[src/rtl/line_buffer_ring_pkg.sv]
// line_buffer_ring_pkg: shared video line-buffer constants and pointer/count width helpers
package line_buffer_ring_pkg;
  localparam int LB_DW   = 16;
  localparam int LB_AW   = 6;
  localparam int LB_NBUF = 2;
  function automatic int ptr_w(input int n);
    return (n > 1) ? $clog2(n) : 1;
  endfunction
  function automatic int cnt_w(input int n);
    return $clog2(n + 1);
  endfunction
endpackage

[src/rtl/line_buffer_ring_ram.sv]
// line_ram: one line bank, single write port and registered read port, contents survive reset
module line_ram import line_buffer_ring_pkg::*; #(
  parameter int DW = LB_DW,
  parameter int AW = LB_AW
) (
  input  logic          CLK_I,
  input  logic          we,
  input  logic [AW-1:0] w_adr,
  input  logic [DW-1:0] w_dat,
  input  logic [AW-1:0] r_adr,
  output logic [DW-1:0] r_dat
);
  logic [DW-1:0] mem [2**AW];
  always_ff @(posedge CLK_I) begin
    if (we) mem[w_adr] <= w_dat;
    r_dat <= mem[r_adr];
  end
endmodule

[src/rtl/line_buffer_ring.sv]
// line_buffer_ring: ring of NBUF line banks between a line fetcher (store side) and the CRTC (display side)
module line_buffer_ring import line_buffer_ring_pkg::*; #(
  parameter int DW     = LB_DW,
  parameter int AW     = LB_AW,
  parameter int NBUF   = LB_NBUF,
  parameter int REPEAT = 1
) (
  input  logic                     CLK_I,
  input  logic                     RST_I,
  input  logic                     LINE_I,
  input  logic [AW-1:0]            F_ADR_I,
  output logic [DW-1:0]            F_DAT_O,
  input  logic [AW-1:0]            S_ADR_I,
  input  logic [DW-1:0]            S_DAT_I,
  input  logic                     S_WE_I,
  input  logic                     S_DONE_I,
  output logic                     S_RDY_O,
  output logic                     UNDERRUN_O,
  output logic [cnt_w(NBUF)-1:0]   PEND_O
);
  localparam int PW = ptr_w(NBUF);
  localparam int CW = cnt_w(NBUF);
  logic [PW-1:0] rd_ptr, wr_ptr, rd_nxt, sel_q;
  logic [CW-1:0] pend;
  logic          disp_valid, dv_nxt, valid_q, commit, consume, empty;
  logic [DW-1:0] r_dat [NBUF];
  function automatic logic [PW-1:0] inc(input logic [PW-1:0] p);
    return (int'(p) == NBUF - 1) ? '0 : p + 1'b1;
  endfunction
  // wr_ptr always sits pend+disp_valid banks ahead of rd_ptr, so this keeps the store bank off the displayed one
  assign S_RDY_O = int'(pend) + int'(disp_valid) < NBUF;
  assign empty   = pend == '0;
  assign commit  = S_DONE_I && S_RDY_O;
  assign consume = LINE_I && !empty;
  always_comb begin
    rd_nxt = (LINE_I && disp_valid && (!empty || REPEAT == 0)) ? inc(rd_ptr) : rd_ptr;
    dv_nxt = LINE_I ? (!empty || (REPEAT != 0 && disp_valid)) : disp_valid;
  end
  always_ff @(posedge CLK_I) begin
    if (!RST_I) begin
      rd_ptr     <= '0;
      wr_ptr     <= '0;
      pend       <= '0;
      disp_valid <= 1'b0;
      UNDERRUN_O <= 1'b0;
      sel_q      <= '0;
      valid_q    <= 1'b0;
    end else begin
      rd_ptr     <= rd_nxt;
      disp_valid <= dv_nxt;
      wr_ptr     <= commit ? inc(wr_ptr) : wr_ptr;
      pend       <= pend + CW'(commit) - CW'(consume);
      UNDERRUN_O <= LINE_I && empty;
      sel_q      <= rd_ptr;
      valid_q    <= disp_valid;
    end
  end
  for (genvar i = 0; i < NBUF; i++) begin : g_bank
    line_ram #(.DW(DW), .AW(AW)) u_bank (
      .CLK_I(CLK_I),
      .we   (RST_I && S_WE_I && S_RDY_O && wr_ptr == PW'(i)),
      .w_adr(S_ADR_I),
      .w_dat(S_DAT_I),
      .r_adr(F_ADR_I),
      .r_dat(r_dat[i])
    );
  end
  // bank data and bank select are both registered, so this mux yields the one-cycle fetch latency
  assign F_DAT_O = valid_q ? r_dat[sel_q] : '0;
  assign PEND_O  = pend;
endmodule

[config.mk]
export PLATFORM = sky130hd
export DESIGN_NAME = line_buffer_ring
export DESIGN_NICKNAME = d
export VERILOG_FILES = /design/src/rtl/line_buffer_ring_pkg.sv /design/src/rtl/line_buffer_ring_ram.sv /design/src/rtl/line_buffer_ring.sv
export SDC_FILE = /design/constraint.sdc
export NUM_CORES = 2
export LEC_CHECK = 0
export ABC_AREA = 0
export CORE_ASPECT_RATIO = 0.5
export CORE_MARGIN = 4
export CORE_UTILIZATION = 30
export DETAILED_ROUTE_END_ITERATION = 7
export GPL_TIMING_DRIVEN = 0
export SYNTH_ARGS = -nofsm -noshare
export SYNTH_HDL_FRONTEND = slang
export SYNTH_HIERARCHICAL = 1
export SYNTH_SLANG_ARGS = --single-unit
[constraint.sdc]
create_clock -name CLK_I -period 2.5 [get_ports CLK_I]
set_input_delay 0.25 -clock CLK_I [delete_from_list [all_inputs] [get_ports CLK_I]]
set_output_delay 0.25 -clock CLK_I [all_outputs]
set_load 0.03 [all_outputs]
==> summary.txt <==
Status
  • Status: finished, violations left
  • Failing checks: negative setup slack

Detailed routing
  • DRT iter0 DRCs: 5221
  • Pre-antenna DRT Iters: 8
  • Via density: 5.10
  • Residual DRC count: 0
  • Remaining antenna violation count after routing: 0
  • Vias: 40563
  • Wirelength per Cell: 27.5 um
  • Final WL: 218 mm

Synthesis
  • Share of the synthesized area in the top cell type: 0.762
  • Area leader, netlist: edfxtp_1
  • Library cells used by synthesis: 50
  • Async set or reset register ratio after synthesis: 0
  • Syn Nets: 3762
  • Flops & latches, synth: 2088
  • Sequential area share after synthesis: 0.772
  • Mean post-synth cell area: 21.7 sq um
  • Top_reg_cell synth: edfxtp_1
  • EDFF count, synth: 2048
  • Synth Warn #: 6
  • Syn Std Cell Area: 80700 sq um
  • Dominant cells by area after synthesis: edfxtp_1 (76%), mux4_2 (12%), mux2i_1 (2.3%)
  • Mapped Cells: 3727

Floorplanning
  • Die Span X: 742 um
  • Die height: 375 um
  • Starting Density: 0.302
  • I/O pins: 53
  • Die ar.: 278000 sq um
  • Core footprint: 267000 sq um
  • # rows: 134

Clock network
  • H-tree depth: 4
  • Clock Sink Count: 2088
  • Reg clk slew, reported paths: 0.06 ns
  • Deepest clock path buffer count: 3
  • CTS buffer count: 196
  • CTS tree: done
  • Root buf cell: clkbuf_16
  • Clock Latency Late Sink: 0.84 ns

Global routing
  • Largest net degree at the start of global routing: 103
  • Initial antenna violation count: 17
  • GRT Util Overall: 0.154
  • Total congestion overflow: 0
  • First-pass GRT wire length: 309 mm
  • Vias in the first global route: 40822

STA
  • Fin crit share: 1.02
  • Slew Viols, Final: 0
  • Slew margin rel.: 0.178
  • Final worst-path setup slack: -0.0486 ns
  • Fmax: 392 MHz
  • Fin crit period: 2.55 ns
  • Final setup fails: 2
  • Final Hold Viols: 0
  • Fin Clk Skew: 0.0387 ns
  • Worst slew pin tran: 1.23 ns

Placement
  • Port Buf Inserts: 44
  • Final GP Congestion: 0.910
  • Placed cell area: 87500 sq um
  • Post-detail-place hpwl: 141 mm
  • DP Cell Count: 7440

Worst hold path
  • Hold depth: 1
  • Min-delay worst type: in -> reg
  • Worst Hold Launch: S_DAT_I[12]
  • Worst Hold Path EP: g_bank[0].u_bank/mem[53][12]

Setup path
  • Critical Path End Type: flop
  • WP data required: 3.22 ns
  • Setup CP Type: in -> reg
  • RR Startpoint: g_bank[0].u_bank/mem[7][4]
  • Critical path's top delay family: buffers and inverters
  • RR Endpoint: g_bank[0].u_bank/r_dat[4]
  • Critical-path cell list: clkdlybuf4s15_2 > clkbuf_1 > nand2_1 > clkbuf_1 > a41oi_1 > o21ai_0 > and4_1
  • Reg2reg path depth: 5
  • R2r setup slk: 0.01 ns
  • Max stage delay on crit path: 0.53 ns
  • Worst path bufs/invs: 3
  • Crit Path Max Fanout: 10
  • Slowest CP cell: clkbuf_1
  • CP most frequent cell: clkbuf_1
  • CP Launch Type: input port
  • Crit path from: F_ADR_I[5]
  • Worst EP arrival: 3.27 ns

Pwr
  • VDD IR max: 0.000715 V
  • Pwr Density: 750 nW/um^2
  • Lkg Pwr: 0.0299 uW

Layout
  • Sequential cell area: 62300 sq um
  • Layout fillers: 24210
  • Final core utilization: 0.362
  • Non-Filler Instances: 7957
  • Multi-input gate area: 18300 sq um
  • Layout cells sized above 1: 0.317
  • Layout area overhead: 19.7%
  • Design Area, Final: 96700 sq um
  • # nets final: 4219

Job
  • Max cap viols: 0
==> timing repair <==
action	CTS	global route
setup endpoints to repair	2096	221
pin swaps	83	0
setup buffers	128	4
cloned	0	1
hold endpoints to repair	648	0
resized for setup	183	36
hold buffers	18	0
==> stage by stage <==
stage	power [uW]	hold slack, ns	worst slack, ns	setup TNS, ns
after global placement	43800	0.478	-3.66	-9493.72
after detailed placement	43800	0.472	-2.00	-2696.14
after global routing	74700	0.0284	-0.00236	-0.00236
after floorplan	41600	0.349	-0.0746	-76.53
after CTS	73000	0.00149	-0.134	-0.954
final	72500	0.0469	-0.0486	-0.0770
==> report_power, final <==
part	internal [uW]	total, uW	switching, uW
combinational	1610	4590	2980
sequential	38600	38700	118
clock	16200	29200	12900
==> state kept, by name, indices dropped and copies added, names as in the netlist <==
register	count
disp_valid	1
valid_q	1
wr_ptr	1
sel_q	1
PEND_O	2
g_bank.u_bank/r_dat	32
g_bank.u_bank/mem	2048
rd_ptr	1
UNDERRUN_O	1
==> placed cells by master, fill, tap and decap left out, types with 10 or more instances in the layout <==
master,instances
edfxtp_1,2048
mux4_2,440
clkbuf_16,200
mux2i_1,173
nand2_1,115
nor2_4,96
clkbuf_1,93
buf_4,91
buf_12,86
buf_2,80
a22oi_1,78
nor2b_1,73
mux2_2,54
buf_6,50
buf_8,42
nand3_1,40
dfxtp_1,37
clkinv_1,36
nor2_2,34
a21oi_1,34
clkinv_2,33
nand4_1,24
buf_16,23
a221oi_1,22
nor2_1,20
dlygate4sd3_1,18
a211o_1,16
a211oi_1,16
bufinv_16,13
a31oi_2,13
a22o_1,12
a221o_1,12
a41oi_1,10
o21ai_0,10
and4_1,10
a221oi_2,10
a311oi_2,10
==> routing by layer <==
layer / GRT usage / wire (um) / up-vias
li1: - / - / 16550
met1: 0.202 / 84600 / 21642
met2: 0.253 / 106000 / 1997
met3: 0.0315 / 19000 / 372
met4: 0.0584 / 8670 / 2
met5: 0.00120 / 46 / -
==> cells in the mapped netlist (12+ instances only) <==
| master | n |
|---|---|
| a211o_1 | 16 |
| a211oi_1 | 16 |
| a21oi_1 | 34 |
| a221o_1 | 12 |
| a221oi_1 | 32 |
| a22o_1 | 12 |
| a22oi_1 | 78 |
| a311oi_1 | 16 |
| a31oi_1 | 16 |
| buf_2 | 73 |
| buf_4 | 26 |
| buf_6 | 35 |
| clkbuf_1 | 49 |
| dfxtp_1 | 40 |
| edfxtp_1 | 2048 |
| mux2_2 | 54 |
| mux2i_1 | 187 |
| mux4_2 | 440 |
| nand2_1 | 121 |
| nand3_1 | 49 |
| nand4_1 | 24 |
| nor2_1 | 146 |
| nor2b_1 | 76 |
==> worst reg2reg max path, stage by stage (launching register included) <==
cell and delay, ns:
edfxtp_1 0.37, mux4_2 0.47, mux2i_1 0.50, a22oi_1 0.20
a31oi_2 0.60, a311oi_2 0.17
==> how the worst max path moves through the flow <==
stage | end | slack [ns] | cells after the start
after floorplan | g_bank[0].u_bank/mem[10][0] | -0.07 | 6
after global placement | g_bank[0].u_bank/mem[6][9] | -3.66 | 1
after detailed placement | g_bank[1].u_bank/r_dat[13] | -2.00 | 7
after CTS | F_DAT_O[12] | -0.13 | 5
after global routing | F_DAT_O[13] | -0.002 | 5
final | g_bank[1].u_bank/r_dat[12] | -0.05 | 7
==> cell type report <==
type | instances | share of cell area
flip-flops and latches | 2088 | 0.645
multi-input cells | 1425 | 0.189
clock buffers | 251 | 0.0542
well taps | 3604 | 0.0467
repair buffers | 260 | 0.0389
plain buffers | 211 | 0.0158
clock inverters | 108 | 0.0107
diodes | 8 | 0.000207
inverters | 2 | 0.0000777
==> cell families (layout without fill, tap and decap cells) <==
group,count (synthesis),count (layout),share of synthesized area
and+or+nand+nor,469,469,0.0283
buffers and inverters,214,832,0.0188
xor gates and xnor gates,3,3,0.000326
DFF,2088,2088,0.772
muxes,689,689,0.156
adders and majority gates,2,2,0.000310
other,0,8,0
AOI/OAI and AO/OA,262,262,0.0244
Power figures use the tool's default switching activity.
